File: src/rtl/mem_arbiter_if.sv
// Handshake bundle between the memory arbiter, its two requesters and the memory.
// The master modport is the arbiter's view; slave is the environment's view.
interface mem_arbiter_if #(
  parameter int ADDR_WIDTH = 10,
  parameter int DATA_WIDTH = 18
);
  logic                  FETCH_REQ;
  logic [ADDR_WIDTH-1:0] FETCH_ADDR;
  logic                  FETCH_GNT;
  logic                  FETCH_VALID;
  logic [DATA_WIDTH-1:0] FETCH_DATA;

  logic                  LS_REQ;
  logic                  LS_WE;
  logic [ADDR_WIDTH-1:0] LS_ADDR;
  logic [DATA_WIDTH-1:0] LS_WDATA;
  logic                  LS_GNT;
  logic                  LS_VALID;
  logic [DATA_WIDTH-1:0] LS_RDATA;

  logic                  MEM_EN;
  logic                  MEM_WE;
  logic [ADDR_WIDTH-1:0] MEM_ADDR;
  logic [DATA_WIDTH-1:0] MEM_WDATA;
  logic [DATA_WIDTH-1:0] MEM_RDATA;

  logic                  BUSY;

  modport master (
    input  FETCH_REQ, FETCH_ADDR, LS_REQ, LS_WE, LS_ADDR, LS_WDATA, MEM_RDATA,
    output FETCH_GNT, FETCH_VALID, FETCH_DATA, LS_GNT, LS_VALID, LS_RDATA,
    output MEM_EN, MEM_WE, MEM_ADDR, MEM_WDATA, BUSY
  );

  modport slave (
    output FETCH_REQ, FETCH_ADDR, LS_REQ, LS_WE, LS_ADDR, LS_WDATA, MEM_RDATA,
    input  FETCH_GNT, FETCH_VALID, FETCH_DATA, LS_GNT, LS_VALID, LS_RDATA,
    input  MEM_EN, MEM_WE, MEM_ADDR, MEM_WDATA, BUSY
  );
endinterface

File: src/rtl/mem_arbiter.sv
// Shares a fixed-latency single-port memory between instruction fetch and load/store.
// Load/store wins arbitration until it has won MAX_DATA_STREAK times while fetch waited.
module mem_arbiter #(
  parameter int ADDR_WIDTH      = 10,
  parameter int DATA_WIDTH      = 18,
  parameter int MEM_LATENCY     = 1,
  parameter int MAX_DATA_STREAK = 2
) (
  input logic           CPU_CLOCK,
  input logic           RESET,
  mem_arbiter_if.master bus
);
  localparam int CW = $clog2(MEM_LATENCY + 1);
  localparam int SW = $clog2(MAX_DATA_STREAK + 1);
  localparam logic [CW-1:0] LAT        = CW'(MEM_LATENCY);
  localparam logic [SW-1:0] STREAK_MAX = SW'(MAX_DATA_STREAK);

  typedef enum logic [1:0] {S_IDLE, S_ISSUE, S_WAIT, S_RESPOND} state_t;
  typedef enum logic {OWN_FETCH, OWN_LS} owner_t;

  typedef struct packed {
    logic                  we;
    logic [ADDR_WIDTH-1:0] addr;
    logic [DATA_WIDTH-1:0] wdata;
  } issue_t;

  state_t                state, state_nxt;
  owner_t                owner;
  issue_t                iss;
  logic [CW-1:0]         wait_cnt;
  logic [SW-1:0]         streak;
  logic [DATA_WIDTH-1:0] fetch_data, ls_rdata;
  logic                  grant, fetch_wins, last_wait;

  always_ff @(posedge CPU_CLOCK or posedge RESET) begin
    if (RESET) state <= S_IDLE;
    else       state <= state_nxt;
  end

  always_comb begin
    grant      = ((state == S_IDLE) || (state == S_RESPOND)) && (bus.FETCH_REQ || bus.LS_REQ);
    fetch_wins = bus.FETCH_REQ && (!bus.LS_REQ || streak == STREAK_MAX);
    last_wait  = (state == S_WAIT) && (wait_cnt == CW'(1));
    state_nxt  = state;
    case (state)
      S_IDLE, S_RESPOND: state_nxt = grant ? S_ISSUE : S_IDLE;
      S_ISSUE:           state_nxt = S_WAIT;
      S_WAIT:            if (last_wait) state_nxt = S_RESPOND;
      default:           state_nxt = S_IDLE;
    endcase

    // Strobes decode from state alone so an async reset clears them at once.
    bus.MEM_EN      = (state == S_ISSUE);
    bus.MEM_WE      = (state == S_ISSUE) && iss.we;
    bus.MEM_ADDR    = iss.addr;
    bus.MEM_WDATA   = iss.wdata;
    bus.FETCH_GNT   = (state == S_ISSUE)   && (owner == OWN_FETCH);
    bus.LS_GNT      = (state == S_ISSUE)   && (owner == OWN_LS);
    bus.FETCH_VALID = (state == S_RESPOND) && (owner == OWN_FETCH);
    bus.LS_VALID    = (state == S_RESPOND) && (owner == OWN_LS);
    bus.FETCH_DATA  = fetch_data;
    bus.LS_RDATA    = ls_rdata;
    bus.BUSY        = (state != S_IDLE);
  end

  always_ff @(posedge CPU_CLOCK or posedge RESET) begin
    if (RESET) begin
      owner      <= OWN_FETCH;
      iss        <= '0;
      wait_cnt   <= '0;
      streak     <= '0;
      fetch_data <= '0;
      ls_rdata   <= '0;
    end else begin
      if (grant) begin
        owner    <= fetch_wins ? OWN_FETCH : OWN_LS;
        iss.we   <= fetch_wins ? 1'b0 : bus.LS_WE;
        iss.addr <= fetch_wins ? bus.FETCH_ADDR : bus.LS_ADDR;
        if (!fetch_wins) iss.wdata <= bus.LS_WDATA;
        // Streak only grows while fetch is actually being held off.
        if (fetch_wins || !bus.FETCH_REQ) streak <= '0;
        else if (streak != STREAK_MAX)    streak <= streak + SW'(1);
      end
      if (state == S_ISSUE)     wait_cnt <= LAT;
      else if (state == S_WAIT) wait_cnt <= wait_cnt - CW'(1);
      if (last_wait && !iss.we) begin
        if (owner == OWN_FETCH) fetch_data <= bus.MEM_RDATA;
        else                    ls_rdata   <= bus.MEM_RDATA;
      end
    end
  end
endmodule

File: src/flat_wrapper.sv
// flat-port wrapper written by rule: the top's interface ports become plain ports
module mem_arbiter_flat 
#(
  parameter int ADDR_WIDTH      = 10,
  parameter int DATA_WIDTH      = 18,
  parameter int MEM_LATENCY     = 1,
  parameter int MAX_DATA_STREAK = 2
)
  (CPU_CLOCK, RESET, bus_FETCH_REQ, bus_FETCH_ADDR, bus_LS_REQ, bus_LS_WE, bus_LS_ADDR, bus_LS_WDATA, bus_MEM_RDATA, bus_FETCH_GNT, bus_FETCH_VALID, bus_FETCH_DATA, bus_LS_GNT, bus_LS_VALID, bus_LS_RDATA, bus_MEM_EN, bus_MEM_WE, bus_MEM_ADDR, bus_MEM_WDATA, bus_BUSY);
  mem_arbiter_if #(.ADDR_WIDTH(ADDR_WIDTH), .DATA_WIDTH(DATA_WIDTH)) bus_i ();
  input logic CPU_CLOCK;
  input logic RESET;
  input wire logic [$bits(bus_i.FETCH_REQ)-1:0] bus_FETCH_REQ;
  input wire logic [$bits(bus_i.FETCH_ADDR)-1:0] bus_FETCH_ADDR;
  input wire logic [$bits(bus_i.LS_REQ)-1:0] bus_LS_REQ;
  input wire logic [$bits(bus_i.LS_WE)-1:0] bus_LS_WE;
  input wire logic [$bits(bus_i.LS_ADDR)-1:0] bus_LS_ADDR;
  input wire logic [$bits(bus_i.LS_WDATA)-1:0] bus_LS_WDATA;
  input wire logic [$bits(bus_i.MEM_RDATA)-1:0] bus_MEM_RDATA;
  output wire logic [$bits(bus_i.FETCH_GNT)-1:0] bus_FETCH_GNT;
  output wire logic [$bits(bus_i.FETCH_VALID)-1:0] bus_FETCH_VALID;
  output wire logic [$bits(bus_i.FETCH_DATA)-1:0] bus_FETCH_DATA;
  output wire logic [$bits(bus_i.LS_GNT)-1:0] bus_LS_GNT;
  output wire logic [$bits(bus_i.LS_VALID)-1:0] bus_LS_VALID;
  output wire logic [$bits(bus_i.LS_RDATA)-1:0] bus_LS_RDATA;
  output wire logic [$bits(bus_i.MEM_EN)-1:0] bus_MEM_EN;
  output wire logic [$bits(bus_i.MEM_WE)-1:0] bus_MEM_WE;
  output wire logic [$bits(bus_i.MEM_ADDR)-1:0] bus_MEM_ADDR;
  output wire logic [$bits(bus_i.MEM_WDATA)-1:0] bus_MEM_WDATA;
  output wire logic [$bits(bus_i.BUSY)-1:0] bus_BUSY;
  assign bus_i.FETCH_REQ = bus_FETCH_REQ;
  assign bus_i.FETCH_ADDR = bus_FETCH_ADDR;
  assign bus_i.LS_REQ = bus_LS_REQ;
  assign bus_i.LS_WE = bus_LS_WE;
  assign bus_i.LS_ADDR = bus_LS_ADDR;
  assign bus_i.LS_WDATA = bus_LS_WDATA;
  assign bus_i.MEM_RDATA = bus_MEM_RDATA;
  assign bus_FETCH_GNT = bus_i.FETCH_GNT;
  assign bus_FETCH_VALID = bus_i.FETCH_VALID;
  assign bus_FETCH_DATA = bus_i.FETCH_DATA;
  assign bus_LS_GNT = bus_i.LS_GNT;
  assign bus_LS_VALID = bus_i.LS_VALID;
  assign bus_LS_RDATA = bus_i.LS_RDATA;
  assign bus_MEM_EN = bus_i.MEM_EN;
  assign bus_MEM_WE = bus_i.MEM_WE;
  assign bus_MEM_ADDR = bus_i.MEM_ADDR;
  assign bus_MEM_WDATA = bus_i.MEM_WDATA;
  assign bus_BUSY = bus_i.BUSY;
  mem_arbiter #(.ADDR_WIDTH(ADDR_WIDTH), .DATA_WIDTH(DATA_WIDTH), .MEM_LATENCY(MEM_LATENCY), .MAX_DATA_STREAK(MAX_DATA_STREAK)) u_core (.CPU_CLOCK(CPU_CLOCK), .RESET(RESET), .bus(bus_i));
endmodule
File: config.mk
export PLATFORM = sky130hd
export DESIGN_NAME = mem_arbiter_flat
export DESIGN_NICKNAME = d
export VERILOG_FILES = /design/src/rtl/mem_arbiter_if.sv /design/src/rtl/mem_arbiter.sv /design/src/flat_wrapper.sv
export SDC_FILE = /design/constraint.sdc
export NUM_CORES = 1
export LEC_CHECK = 0
export ABC_CLOCK_PERIOD_IN_PS = 6500
export CORE_ASPECT_RATIO = 0.9
export CORE_UTILIZATION = 45
export DETAILED_ROUTE_END_ITERATION = 6
export MAX_ROUTING_LAYER = met4
export PLACE_DENSITY = 0.87
export SYNTH_ARGS = -nofsm -noshare
export SYNTH_HDL_FRONTEND = slang
export SYNTH_SLANG_ARGS = --single-unit
File: constraint.sdc
create_clock -name CPU_CLOCK -period 6.5 [get_ports CPU_CLOCK]
set_clock_uncertainty 0.1 [all_clocks]
set_input_delay 0.975 -clock CPU_CLOCK [delete_from_list [all_inputs] [get_ports CPU_CLOCK]]
set_output_delay 0.975 -clock CPU_CLOCK [all_outputs]
set_load 0.01 [all_outputs]
# After elaboration in Yosys (flattened, before gate mapping)
# Index checks and enable logic that the tools add are counted.
# W data, S select, Z words.
dict set report word_totals {
  output_inout_bits 71
  rom_bits 0
  mem_bits_rw 0
  in_bits 61
  latch_bits 0
  word_cells 54
  memories 0
  ff_bits 71
}
dict set report classes {
  bitwise_logic 2
  n_mux 10
  magnitude_cmp 0
  n_reduce_logical 25
  addsub 2
  eq_ne 6
  multipliers 0
  div_mod_pow 0
  n_shift 0
}
# operator count
set ops {}
lappend ops {{$mux W10} 1}
lappend ops {{$logic_and A1 B1 Y1} 9}
lappend ops {{$reduce_and A2 Y1} 4}
lappend ops {{$eq A2 B2 Y1 const B} 3}
lappend ops {{$mux W2} 3}
lappend ops {{$pmux W2 S3} 1}
lappend ops {{$reduce_bool A2 Y1} 3}
lappend ops {{$mux W1} 5}
lappend ops {{$logic_or A1 B1 Y1} 4}
lappend ops {{$logic_not A1 Y1} 3}
lappend ops {{$add A2 B1 Y2 const B} 1}
lappend ops {{$eq A2 B1 Y1 const B} 1}
lappend ops {{$logic_not A2 Y1} 1}
lappend ops {{$ne A2 B1 Y1 const B} 1}
lappend ops {{$ne A2 B2 Y1 const B} 1}
lappend ops {{$not A1 Y1} 2}
lappend ops {{$reduce_or A2 Y1} 1}
lappend ops {{$sub A1 B1 Y1 const B} 1}

# Logic depth before layout (Yosys ltp)
# Gate-level depths: netlist of run 1.
dict set report depth {
  word_depth 6
  mapped_depth 6
}

# Worst setup path before layout of run 1
# No wires, ideal clock.
dict set report synth_path {
  kind {register to output}
  from {register u_core.state[1]}
  to {output port bus_FETCH_GNT}
  n_path_buf 0
  stages_incl_launch_ff 4
  t_arrival_ns 0.935
  path_slack_ns 4.490
  path_cell_list {dfrtp_1 -> inv_1 -> ha_1 -> nor2b_1}
}
dict set report synth_between {
  elab_chain_cells 2
}
# item line
set synth_lines {}
lappend synth_lines {{start: declaration} mem_arbiter.sv:27} ;# state_t state, state_nxt;
lappend synth_lines {{start signal: assignment} mem_arbiter.sv:37} ;# else state <= state_nxt;
lappend synth_lines {{$eq A2 B1 Y1} --}
lappend synth_lines {{named net bus_MEM_EN} flat_wrapper.sv:26} ;# output wire logic [$bits(bus_i.MEM_EN)-1:0] bus_MEM_EN;
lappend synth_lines {{$logic_and A1 B1 Y1} mem_arbiter.sv:57} ;# bus.FETCH_GNT = (state == S_ISSUE) && (owner == OWN_FETCH);
lappend synth_lines {{end: declaration} flat_wrapper.sv:20} ;# output wire logic [$bits(bus_i.FETCH_GNT)-1:0] bus_FETCH_GNT;
# The timed path passes the listed nets, and every way through them passes these cells.

# Worst setup path after layout of run 1
dict set report layout_path {
  from {input port bus_FETCH_REQ}
  to {register u_core.iss, in the netlist u_core.bus.MEM_WDATA[14]}
}
dict set report layout_between {
  elab_chain_cells 3
  elab_cells_between_ends 5
}
# item line
set layout_lines {}
lappend layout_lines {{start: declaration} flat_wrapper.sv:13} ;# input wire logic [$bits(bus_i.FETCH_REQ)-1:0] bus_FETCH_REQ;
lappend layout_lines {{$logic_or A1 B1 Y1 or $logic_and A1 B1 Y1 (tied branches)} {mem_arbiter.sv:41, mem_arbiter.sv:42}}
lappend layout_lines {{$logic_and A1 B1 Y1 or $not A1 Y1 (tied branches)} --}
lappend layout_lines {{$reduce_and A2 Y1 (no source line) (*)} --}
lappend layout_lines {{end: declaration} mem_arbiter.sv:29} ;# issue_t iss;
# Mark *: on every way between the ends. The rest lies on a longest branch, timed or not.
# A chain may end at the register's enable or synchronous reset.

==> results by group, run 1 <==
Placed design
  • Placed cell area: 4350 um2
  • Final Wtd Congestion: 0.803
  • Pre-CTS WS: 2.88 ns
  • Dpl hpwl: 4900 um
  • Placed cell count: 428
  • IO buf count: 131

Hold path
  • Hold Path Class: reg -> reg

Logic synthesis
  • Synthesized area: 3180 um2
  • Syn Inst Count: 244
  • Sequential element share of the synthesized area: 55.8%
  • Top FF cell, synth: dfrtp_1
  • Synthesis Warnings: 0
  • Top cells by area, synth: dfrtp_1, mux2_2, buf_4, mux2_4, o21ai_0
  • Top cell type's share of synthesized area: 55.8%
  • Synth Register Bits: 71
  • Area leader, netlist: dfrtp_1
  • Netlist cell types: 26
  • Ys async rst share: 100%
  • Syn Area/Cell: 13.0 um2
  • Most common cell in the netlist: dfrtp_1
  • Synth cell count leaders: dfrtp_1, mux2_2, buf_4
  • Post-synth EDFFs: 0
  • Synthesized Nets: 310

Clock network
  • Post_cts resized: 0
  • Max clock buf depth: 2
  • Hold buffer count at CTS: 0
  • Total setup buffers inserted after CTS: 0
  • CTS H-tree depth: 3
  • Worst skew pair latency: 0.34 ns
  • Root Driver: clkbuf_8
  • CTS Sinks: 71
  • TritonCTS clock tree: yes
  • Clock Pin Slew Worst Setup and Hold Paths: 0.07 ns
  • Num CTS Buffers: 9

Pwr
  • Seq pwr share: 34.1%
  • Clock power frac: 16.5%
  • Leak: 1.92 nW
  • VDD IR max: 0.282 mV
  • Sw Pwr: 771 uW
  • Int Pwr: 1.61 mW
  • Pwr Density: 520 nW/um2
  • Logic gate share of total power: 49.4%
  • Net Sw Frac: 32.4%

Floorplanning
  • Initial Utilization: 47.6%
  • DIE AREA: 7410 um2
  • Row cnt: 28
  • Top-Level Pins: 132
  • Chip width: 90.7 um
  • Die height: 81.8 um
  • Core Area: 6690 um2

Drt
  • First-pass detailed-route iteration total: 4
  • Drt wl/cell: 15.7 um
  • Post-route ant nets: 0
  • Drc violations: 0
  • Vias after detailed routing: 2179
  • Routed WL: 6980 um
  • Vias per cell: 4.91
  • DR iter-0 viols: 61

Timing
  • Max_slew headroom: 21.9%
  • Fmax: 0.305 GHz
  • Fin. Hold Viols: 0
  • Final min period: 3.28 ns
  • Worst Setup Slack, final: 3.22 ns
  • Final worst-path cycle share: 50.5%
  • Setup_tns: 0 ns
  • RSZ-0062 raised after global routing: no
  • Worst slew pin tran: 1.17 ns
  • Final setup viols: 0
  • Final slew viol count: 0

Global routing
  • GR Overflow Total: 0
  • Largest net degree at the start of global routing: 72
  • Antenna violations before repair: 0
  • Global Route Usage Sum: 20.0%
  • First-pass GRT wire length: 11000 um
  • Vias in the first global route: 2227

Setup path
  • Startpoint types: input port
  • Crit end category: register
  • Crit Path Max Fanout: 20
  • Setup CP Type: in -> reg
  • Required time worst endpoint: 6.63 ns
  • Crit path arrival time: 3.41 ns

Layout
  • Fill cells: 505
  • Ratio of cells with drive above 1 in the final layout: 21.8%
  • Diode count: 0
  • Multi-input gate area: 1120 um2
  • Layout area overhead: 43.7%
  • Finished Cell Area: 4570 um2
  • Total Nets Final: 415
  • Post-Layout Cell Count: 444
  • FF+latch area: 1780 um2

Job
  • Max Cap Viol: 0

Run status
  • Status: complete, no violations
==> worst max-delay path: stages <==
cell and delay (ns):
clkdlybuf4s50_1 0.76, o21bai_2 0.32, a21oi_2 0.91, mux2_2 0.43
==> area by class of cell <==
type	count	area share (%)
sequential	71	38.9
timing repair buffer	132	28.8
multi-input combinational	128	24.4
clock buffer	11	3.09
tap	90	2.46
clock inverter	5	1.78
inverter	7	0.575
==> sequential cells by signal (all words and copies together) (netlist names) <==
| signal | flops |
|---|---|
| u_core.bus.FETCH_DATA | 18 |
| u_core.bus.LS_RDATA | 18 |
| u_core.bus.MEM_ADDR | 10 |
| u_core.bus.MEM_WDATA | 18 |
| u_core.iss | 1 |
| u_core.owner | 1 |
| u_core.state | 2 |
| u_core.streak | 2 |
| u_core.wait_cnt | 1 |
==> path summary, 6_finish.rpt <==
kind	cells after the start	slack, ns	startpoint	to
worst min register to register	2	0.40	u_core.streak[1]	u_core.streak[1]
worst max-delay path	4	3.22	bus_FETCH_REQ	u_core.bus.MEM_WDATA[14]
worst min-delay path	2	0.40	u_core.streak[1]	u_core.streak[1]
worst max register to register	5	3.70	u_core.state[0]	u_core.bus.MEM_WDATA[14]
min in group asynchronous	3	1.12	RESET	u_core.bus.FETCH_DATA[2]
max in group asynchronous	3	4.62	RESET	u_core.state[1]
==> metrics by stage <==
stage,utilization (%),hold slack (ns),power [mW]
2_1_floorplan,-,0.354,1.53
3_3_place_gp,65.0,0.376,1.95
3_5_place_dp,65.0,0.393,2.00
4_1_cts,68.3,0.411,2.40
5_1_grt,68.3,0.419,2.52
6_report,68.3,0.404,2.38
==> cell usage in the layout (no fill, tap or decap), drive strengths merged, types with 3 or more instances in the layout <==
cell / instances
nand2: 5
clkbuf: 11
nor2b: 3
ha: 5
and2: 3
a31oi: 10
dfrtp: 71
a21oi: 11
clkdlybuf4s50: 131
inv: 7
nor2: 13
o21ai: 14
mux2: 54
==> power groups by stage <==
stage	sequential, mW	combinational [mW]	clock, mW
floorplan	0.844	0.686	0
global placement	0.805	1.15	0
detailed placement	0.817	1.18	0
CTS	0.812	1.19	0.400
global route	0.841	1.26	0.421
finish	0.811	1.17	0.392
==> metal layers <==
layer  global-route usage (%)  up-vias  wire (um)
met5                        -        -          0
met4                     4.68        0         71
met3                     7.96        8        492
met2                     32.5       87       3430
met1                     23.7     1061       2980
li1                         -     1023          -
==> cell families (layout without fill, tap and decap cells) <==
group,after synthesis,in the layout,synth area share (%)
adder cells (fa/ha/maj),5,5,1.97
buffers and inverters,45,155,9.24
flip-flops,71,71,55.8
multiplexers,54,54,20.3
AND/OR/NAND/NOR,29,29,5.35
AO/OA/AOI/OAI,40,40,7.35
Note: power is estimated with default switching activity, not from simulation.
==> run 2: changes to the inputs <==
--- a/config.mk
+++ b/config.mk
@@ -5,12 +5,12 @@
 export SDC_FILE = /design/constraint.sdc
 export NUM_CORES = 1
 export LEC_CHECK = 0
-export ABC_CLOCK_PERIOD_IN_PS = 6500
+export ABC_CLOCK_PERIOD_IN_PS = 2600
 export CORE_ASPECT_RATIO = 0.9
-export CORE_UTILIZATION = 45
+export CORE_UTILIZATION = 39
 export DETAILED_ROUTE_END_ITERATION = 6
 export MAX_ROUTING_LAYER = met4
-export PLACE_DENSITY = 0.87
+export PLACE_DENSITY = 0.8
 export SYNTH_ARGS = -nofsm -noshare
 export SYNTH_HDL_FRONTEND = slang
 export SYNTH_SLANG_ARGS = --single-unit
==> constraint.sdc (replaced) <==
create_clock -name CPU_CLOCK -period 2.6 [get_ports CPU_CLOCK]
set_clock_uncertainty 0.1 [all_clocks]
set_input_delay 0.39 -clock CPU_CLOCK [delete_from_list [all_inputs] [get_ports CPU_CLOCK]]
set_output_delay 0.39 -clock CPU_CLOCK [all_outputs]
set_load 0.01 [all_outputs]
==> run 2 against run 1 <==
Net effect: sequential share of layout area fell by 0.33 points; combinational power rose to 2.5 times the previous value; count of clock-buffer cells in the layout fell by 2; critical path type is now reg -> out; setup slack got worse by 2.9 ns; global-route usage fell by 2.5 points; hold slack got worse by 0.052 ns; power rose by 150%; first-iteration DRC count rose by 77%; register-to-register slack got worse by 3.1 ns; flip-flop and latch count did not move; cell count rose by 2.7%.
==> results by group, run 2 (synthesis results as in run 1) <==
Timing
  • Fmax: 0.442 GHz
  • Worst slew pin tran: 0.517 ns (-0.650 ns)
  • Final setup viols: 0 (unchanged)
  • Fin. Hold Viols: 0 (unchanged)
  • Max_slew headroom: 65.5% (+44 points)
  • Setup_tns: 0 ns (unchanged)
  • Final worst-path cycle share: 87.0%
  • Final min period: 2.26 ns
  • Final slew viol count: 0 (unchanged)
  • RSZ-0062 raised after global routing: no

Clock network
  • Num CTS Buffers: 9 (unchanged)
  • Max clock buf depth: 2 (unchanged)
  • CTS Sinks: 71 (unchanged)
  • Root Driver: clkbuf_8
  • Clock Pin Slew Worst Setup and Hold Paths: 0.08 ns (about the same)
  • Total setup buffers inserted after CTS: 0 (unchanged)
  • TritonCTS clock tree: yes
  • Post_cts resized: 0 (unchanged)
  • Worst skew pair latency: 0.34 ns (about the same)
  • CTS H-tree depth: 3 (unchanged)
  • Hold buffer count at CTS: 0 (unchanged)

Placed design
  • Final Wtd Congestion: 0.732 (-8.8%)
  • IO buf count: 131 (unchanged)
  • Dpl hpwl: 4910 um (+0.26%)
  • Placed cell area: 4420 um2 (+1.5%)

Setup path
  • Startpoint types: register
  • Setup CP Type: reg -> out
  • FF-to-FF Start: u_core.state[0]
  • Reg2Reg Setup Slack: 0.56 ns (-3.14 ns)
  • Crit Path Max Fanout: 5 (-75%)
  • Crit end category: output pin
  • Setup crit start: u_core.state[1]
  • Crit path arrival time: 1.77 ns (-1.64 ns)
  • Required time worst endpoint: 2.11 ns (-4.52 ns)

Pwr
  • Final Power: 5.87 mW (+150%)
  • Pwr Density: 1270 nW/um2 (+140%)
  • Leak: 1.94 nW (+1.1%)
  • VDD IR max: 0.635 mV (+120%)

Global routing
  • Global Route Usage Sum: 17.5% (-2.5 points)
  • GR peak layer: met2
  • Vias in the first global route: 2291 (+2.9%)
  • First-pass GRT wire length: 11300 um (+2.9%)
  • GR Overflow Total: 0 (unchanged)
  • Antenna violations before repair: 0 (unchanged)
  • Met2 GRT Util: 26.9% (-5.6 points)
  • Grt met3 use: 5.43% (-2.5 points)
  • Met1 usage: 22.1% (-1.6 points)
  • Largest net degree at the start of global routing: 72 (unchanged)

Layout
  • Finished Cell Area: 4610 um2 (+0.85%)
  • Most frequent cells in the layout: clkdlybuf4s50_1, dfrtp_1, mux2_2
  • Commonest non-fill, non-tap cell in the layout: clkdlybuf4s50_1
  • Multi-input gate area: 1120 um2 (unchanged)
  • Layout area overhead: 44.9%
  • Diode count: 0 (unchanged)
  • Total Nets Final: 421 (+1.4%)
  • Ratio of cells with drive above 1 in the final layout: 23.3% (+1.6 points)
  • Fill cells: 631 (+25%)
  • FF+latch area: 1780 um2 (unchanged)

Drt
  • Drt wl/cell: 15.1 um (-4.2%)
  • Vias per cell: 4.86 (-0.89%)
  • First-pass detailed-route iteration total: 4 (unchanged)
  • Post-route ant nets: 0 (unchanged)
  • Vias after detailed routing: 2218 (+1.8%)
  • Routed WL: 6860 um (-1.6%)
  • Drc violations: 0 (unchanged)
  • DR iter-0 viols: 108 (+77%)

Floorplanning
  • Chip width: 97.2 um (+7.3%)
  • Row cnt: 30 (+7.1%)
  • Top-Level Pins: 132 (unchanged)
  • Die height: 87.7 um (+7.2%)
  • DIE AREA: 8530 um2 (+15%)
  • Core Area: 7730 um2 (+16%)
  • Initial Utilization: 41.2% (-6.4 points)

Run status
  • Status: complete, no violations

Job
  • Max Cap Viol: 0 (unchanged)

Hold path
  • Hold Path Class: in -> async
## run 2: path summary, 6_finish.rpt
kind / end / cells past startpoint
setup / recovery: bus_LS_GNT / 4
hold / removal: u_core.bus.FETCH_DATA[2] / 3
setup reg to reg: u_core.bus.MEM_WDATA[16] / 6
hold reg to reg: u_core.streak[0] / 1
max in group asynchronous: u_core.bus.MEM_WDATA[5] / 3
min in group CPU_CLOCK: u_core.streak[0] / 1
## run 2: final cells by class
class | instances | share of cell area (%)
flip-flops and latches | 71 | 38.5
well taps | 96 | 2.60
clock buffers | 9 | 2.69
repair buffers | 138 | 29.8
multi-input cells | 128 | 24.2
clock inverters | 7 | 1.57
inverters | 7 | 0.570
## run 2: critical path: stages, from the launching register on
cell	delay (ns)
dfrtp_1	0.40
inv_1	0.10
ha_1	0.24
and2_1	0.16
clkdlybuf4s50_1	0.54
## run 2: metal layers
layer	routed length, um	vias up
met5	0	-
met1	3010	1088
met2	3310	90
met3	456	8
met4	90	0
li1	-	1032
## run 2: per-stage QoR
stage,cells,utilization [%],hold slack [ns],setup slack [ns]
floorplan,244,-,0.354,0.313
global placement,440,57.1,0.373,0.602
detailed placement,440,57.1,0.388,0.554
CTS,456,59.6,0.352,0.304
global route,456,59.6,0.389,0.234
finish,456,59.6,0.352,0.338
## run 2: where the power goes
part	switching [mW]	internal, mW	leakage (nW)
registers	0.343	1.68	0.835
clock network	0.426	0.444	0.0956
logic	1.16	1.81	1.01
==> run 3: changes to the inputs <==
--- a/config.mk
+++ b/config.mk
@@ -10,7 +10,7 @@
 export CORE_UTILIZATION = 39
 export DETAILED_ROUTE_END_ITERATION = 6
 export MAX_ROUTING_LAYER = met4
-export PLACE_DENSITY = 0.8
+export PLACE_DENSITY = 0.85
 export SYNTH_ARGS = -nofsm -noshare
 export SYNTH_HDL_FRONTEND = slang
 export SYNTH_SLANG_ARGS = --single-unit
==> run 3 against run 2 <==
Net effect: register-to-register slack is essentially flat; die area did not move; largest power group unchanged; critical path depth unchanged; flip-flop and latch count unchanged; global-route usage about the same; power grew 1.4%.
==> results by group, run 3 (synthesis results as in run 1) <==
Drt
  • Post-route ant nets: 0 (unchanged)
  • DR iter-0 viols: 82 (-24%)
  • First-pass detailed-route iteration total: 4 (unchanged)
  • Vias per cell: 4.97 (+2.2%)
  • Routed WL: 7080 um (+3.1%)
  • Vias after detailed routing: 2257 (+1.8%)
  • Drt wl/cell: 15.6 um (+3.6%)
  • Drc violations: 0 (unchanged)

Global routing
  • GR Overflow Total: 0 (unchanged)
  • Met1 usage: 20.9% (-1.2 points)
  • Largest net degree at the start of global routing: 72 (unchanged)
  • Global Route Usage Sum: 17.5% (about the same)
  • Grt met3 use: 4.87% (-0.56 points)
  • GR peak layer: met2
  • Vias in the first global route: 2337 (+2.0%)
  • First-pass GRT wire length: 11300 um (-0.19%)
  • Antenna violations before repair: 0 (unchanged)
  • Met2 GRT Util: 28.9% (+2.0 points)

Pwr
  • Leak: 1.95 nW (+0.45%)
  • Final Power: 5.95 mW (+1.4%)
  • Pwr Density: 1290 nW/um2 (+1.3%)
  • VDD IR max: 0.640 mV (+0.78%)

Timing
  • Final setup viols: 0 (unchanged)
  • Fmax: 0.441 GHz (-0.32%)
  • Final min period: 2.27 ns (+0.00735 ns)
  • Fin. Hold Viols: 0 (unchanged)
  • Final worst-path cycle share: 87.3% (+0.28 points)
  • Final slew viol count: 0 (unchanged)
  • Worst Setup Slack, final: 0.330 ns (-0.00735 ns)
  • Setup_tns: 0 ns (unchanged)
  • RSZ-0062 raised after global routing: no
  • Final hold slack: 0.364 ns (+0.0122 ns)
  • Max_slew headroom: 61.4% (-4.1 points)
  • Worst slew pin tran: 0.578 ns (+0.0609 ns)

Layout
  • Final core occ: 59.7% (+0.097 points)
  • Diode count: 0 (unchanged)
  • Ratio of cells with drive above 1 in the final layout: 22.6% (-0.71 points)
  • Multi-input gate area: 1120 um2 (unchanged)
  • Layout area overhead: 45.1%
  • Total Nets Final: 420 (-0.24%)
  • Finished Cell Area: 4620 um2 (+0.16%)
  • Most frequent cells in the layout: clkdlybuf4s50_1, dfrtp_1, mux2_2
  • Post-Layout Cell Count: 454 (-0.44%)
  • Fill cells: 629 (-0.32%)
  • Commonest non-fill, non-tap cell in the layout: clkdlybuf4s50_1
  • FF+latch area: 1780 um2 (unchanged)

Clock network
  • Clock Pin Slew Worst Setup and Hold Paths: 0.07 ns (about the same)
  • Hold buffer count at CTS: 0 (unchanged)
  • CTS H-tree depth: 3 (unchanged)
  • Total setup buffers inserted after CTS: 0 (unchanged)
  • Root Driver: clkbuf_8
  • TritonCTS clock tree: yes
  • Worst skew pair latency: 0.33 ns (about the same)
  • Max clock buf depth: 2 (unchanged)
  • CTS Sinks: 71 (unchanged)
  • Num CTS Buffers: 9 (unchanged)
  • Post_cts resized: 0 (unchanged)

Setup path
  • FF-to-FF Start: u_core.state[0]
  • CP Cell Sequence: inv_1 > ha_1 > nor2b_1 > clkdlybuf4s50_1
  • Crit Path Max Fanout: 5 (unchanged)
  • Critical path's slowest cell: clkdlybuf4s50_1
  • Reg2Reg Setup Slack: 0.56 ns (about the same)
  • Setup CP Type: reg -> out
  • Setup crit start: u_core.state[1]
  • Crit end category: output pin
  • CP peak stage delay: 0.55 ns (about the same)
  • Required time worst endpoint: 2.11 ns (about the same)
  • Startpoint types: register
  • Crit path arrival time: 1.78 ns (about the same)

Floorplanning
  • Initial Utilization: 41.2% (unchanged)
  • DIE AREA: 8530 um2 (unchanged)
  • Chip width: 97.2 um (unchanged)
  • Die height: 87.7 um (unchanged)
  • Core Area: 7730 um2 (unchanged)
  • Row cnt: 30 (unchanged)
  • Top-Level Pins: 132 (unchanged)

Placed design
  • Pre-CTS WS: 0.323 ns (-0.232 ns)
  • Final Wtd Congestion: 0.750 (+2.5%)
  • IO buf count: 131 (unchanged)
  • Placed cell count: 439 (-0.23%)
  • Dpl hpwl: 5100 um (+3.8%)
  • Placed cell area: 4410 um2 (-0.17%)

Hold path
  • Hold Path Class: in -> async

Run status
  • Status: complete, no violations

Job
  • Max Cap Viol: 0 (unchanged)
-- run 3: final timing paths --
path,endpoint,cells after the start
setup reg to reg,u_core.bus.MEM_WDATA[10],6
hold / removal,u_core.bus.MEM_WDATA[15],3
setup / recovery,bus_FETCH_GNT,4
hold reg to reg,u_core.streak[0],1
min in group CPU_CLOCK,u_core.streak[0],1
max in group asynchronous,u_core.bus.MEM_WDATA[3],3
-- run 3: layer usage --
layer	vias to the layer above	share of wire, %	wire length, um
li1	1032	-	-
met3	14	6.2	441
met4	0	1.5	104
met1	1117	43	3060
met2	94	49	3470
met5	-	0	0
-- run 3: final cells by class --
| type | count | share of cell area [%] |
|---|---|---|
| Sequential cell | 71 | 38.5 |
| Timing Repair Buffer | 137 | 29.6 |
| Multi-Input combinational cell | 128 | 24.2 |
| Clock buffer | 11 | 3.06 |
| Tap cell | 96 | 2.60 |
| Clock inverter | 4 | 1.52 |
| Inverter | 7 | 0.569 |
-- run 3: critical path: cells and delay by family (launching register included) --
| kind | cells | cell delay [ns] |
|---|---|---|
| buf+inv | 2 | 0.66 |
| simple gates | 1 | 0.15 |
| fa+ha+maj | 1 | 0.24 |
| flops | 1 | 0.41 |
-- run 3: power by group --
part | switching (mW) | internal (mW) | total [mW]
Clock | 0.385 | 0.559 | 0.943
Combinational | 1.17 | 1.81 | 2.98
Sequential | 0.344 | 1.68 | 2.03
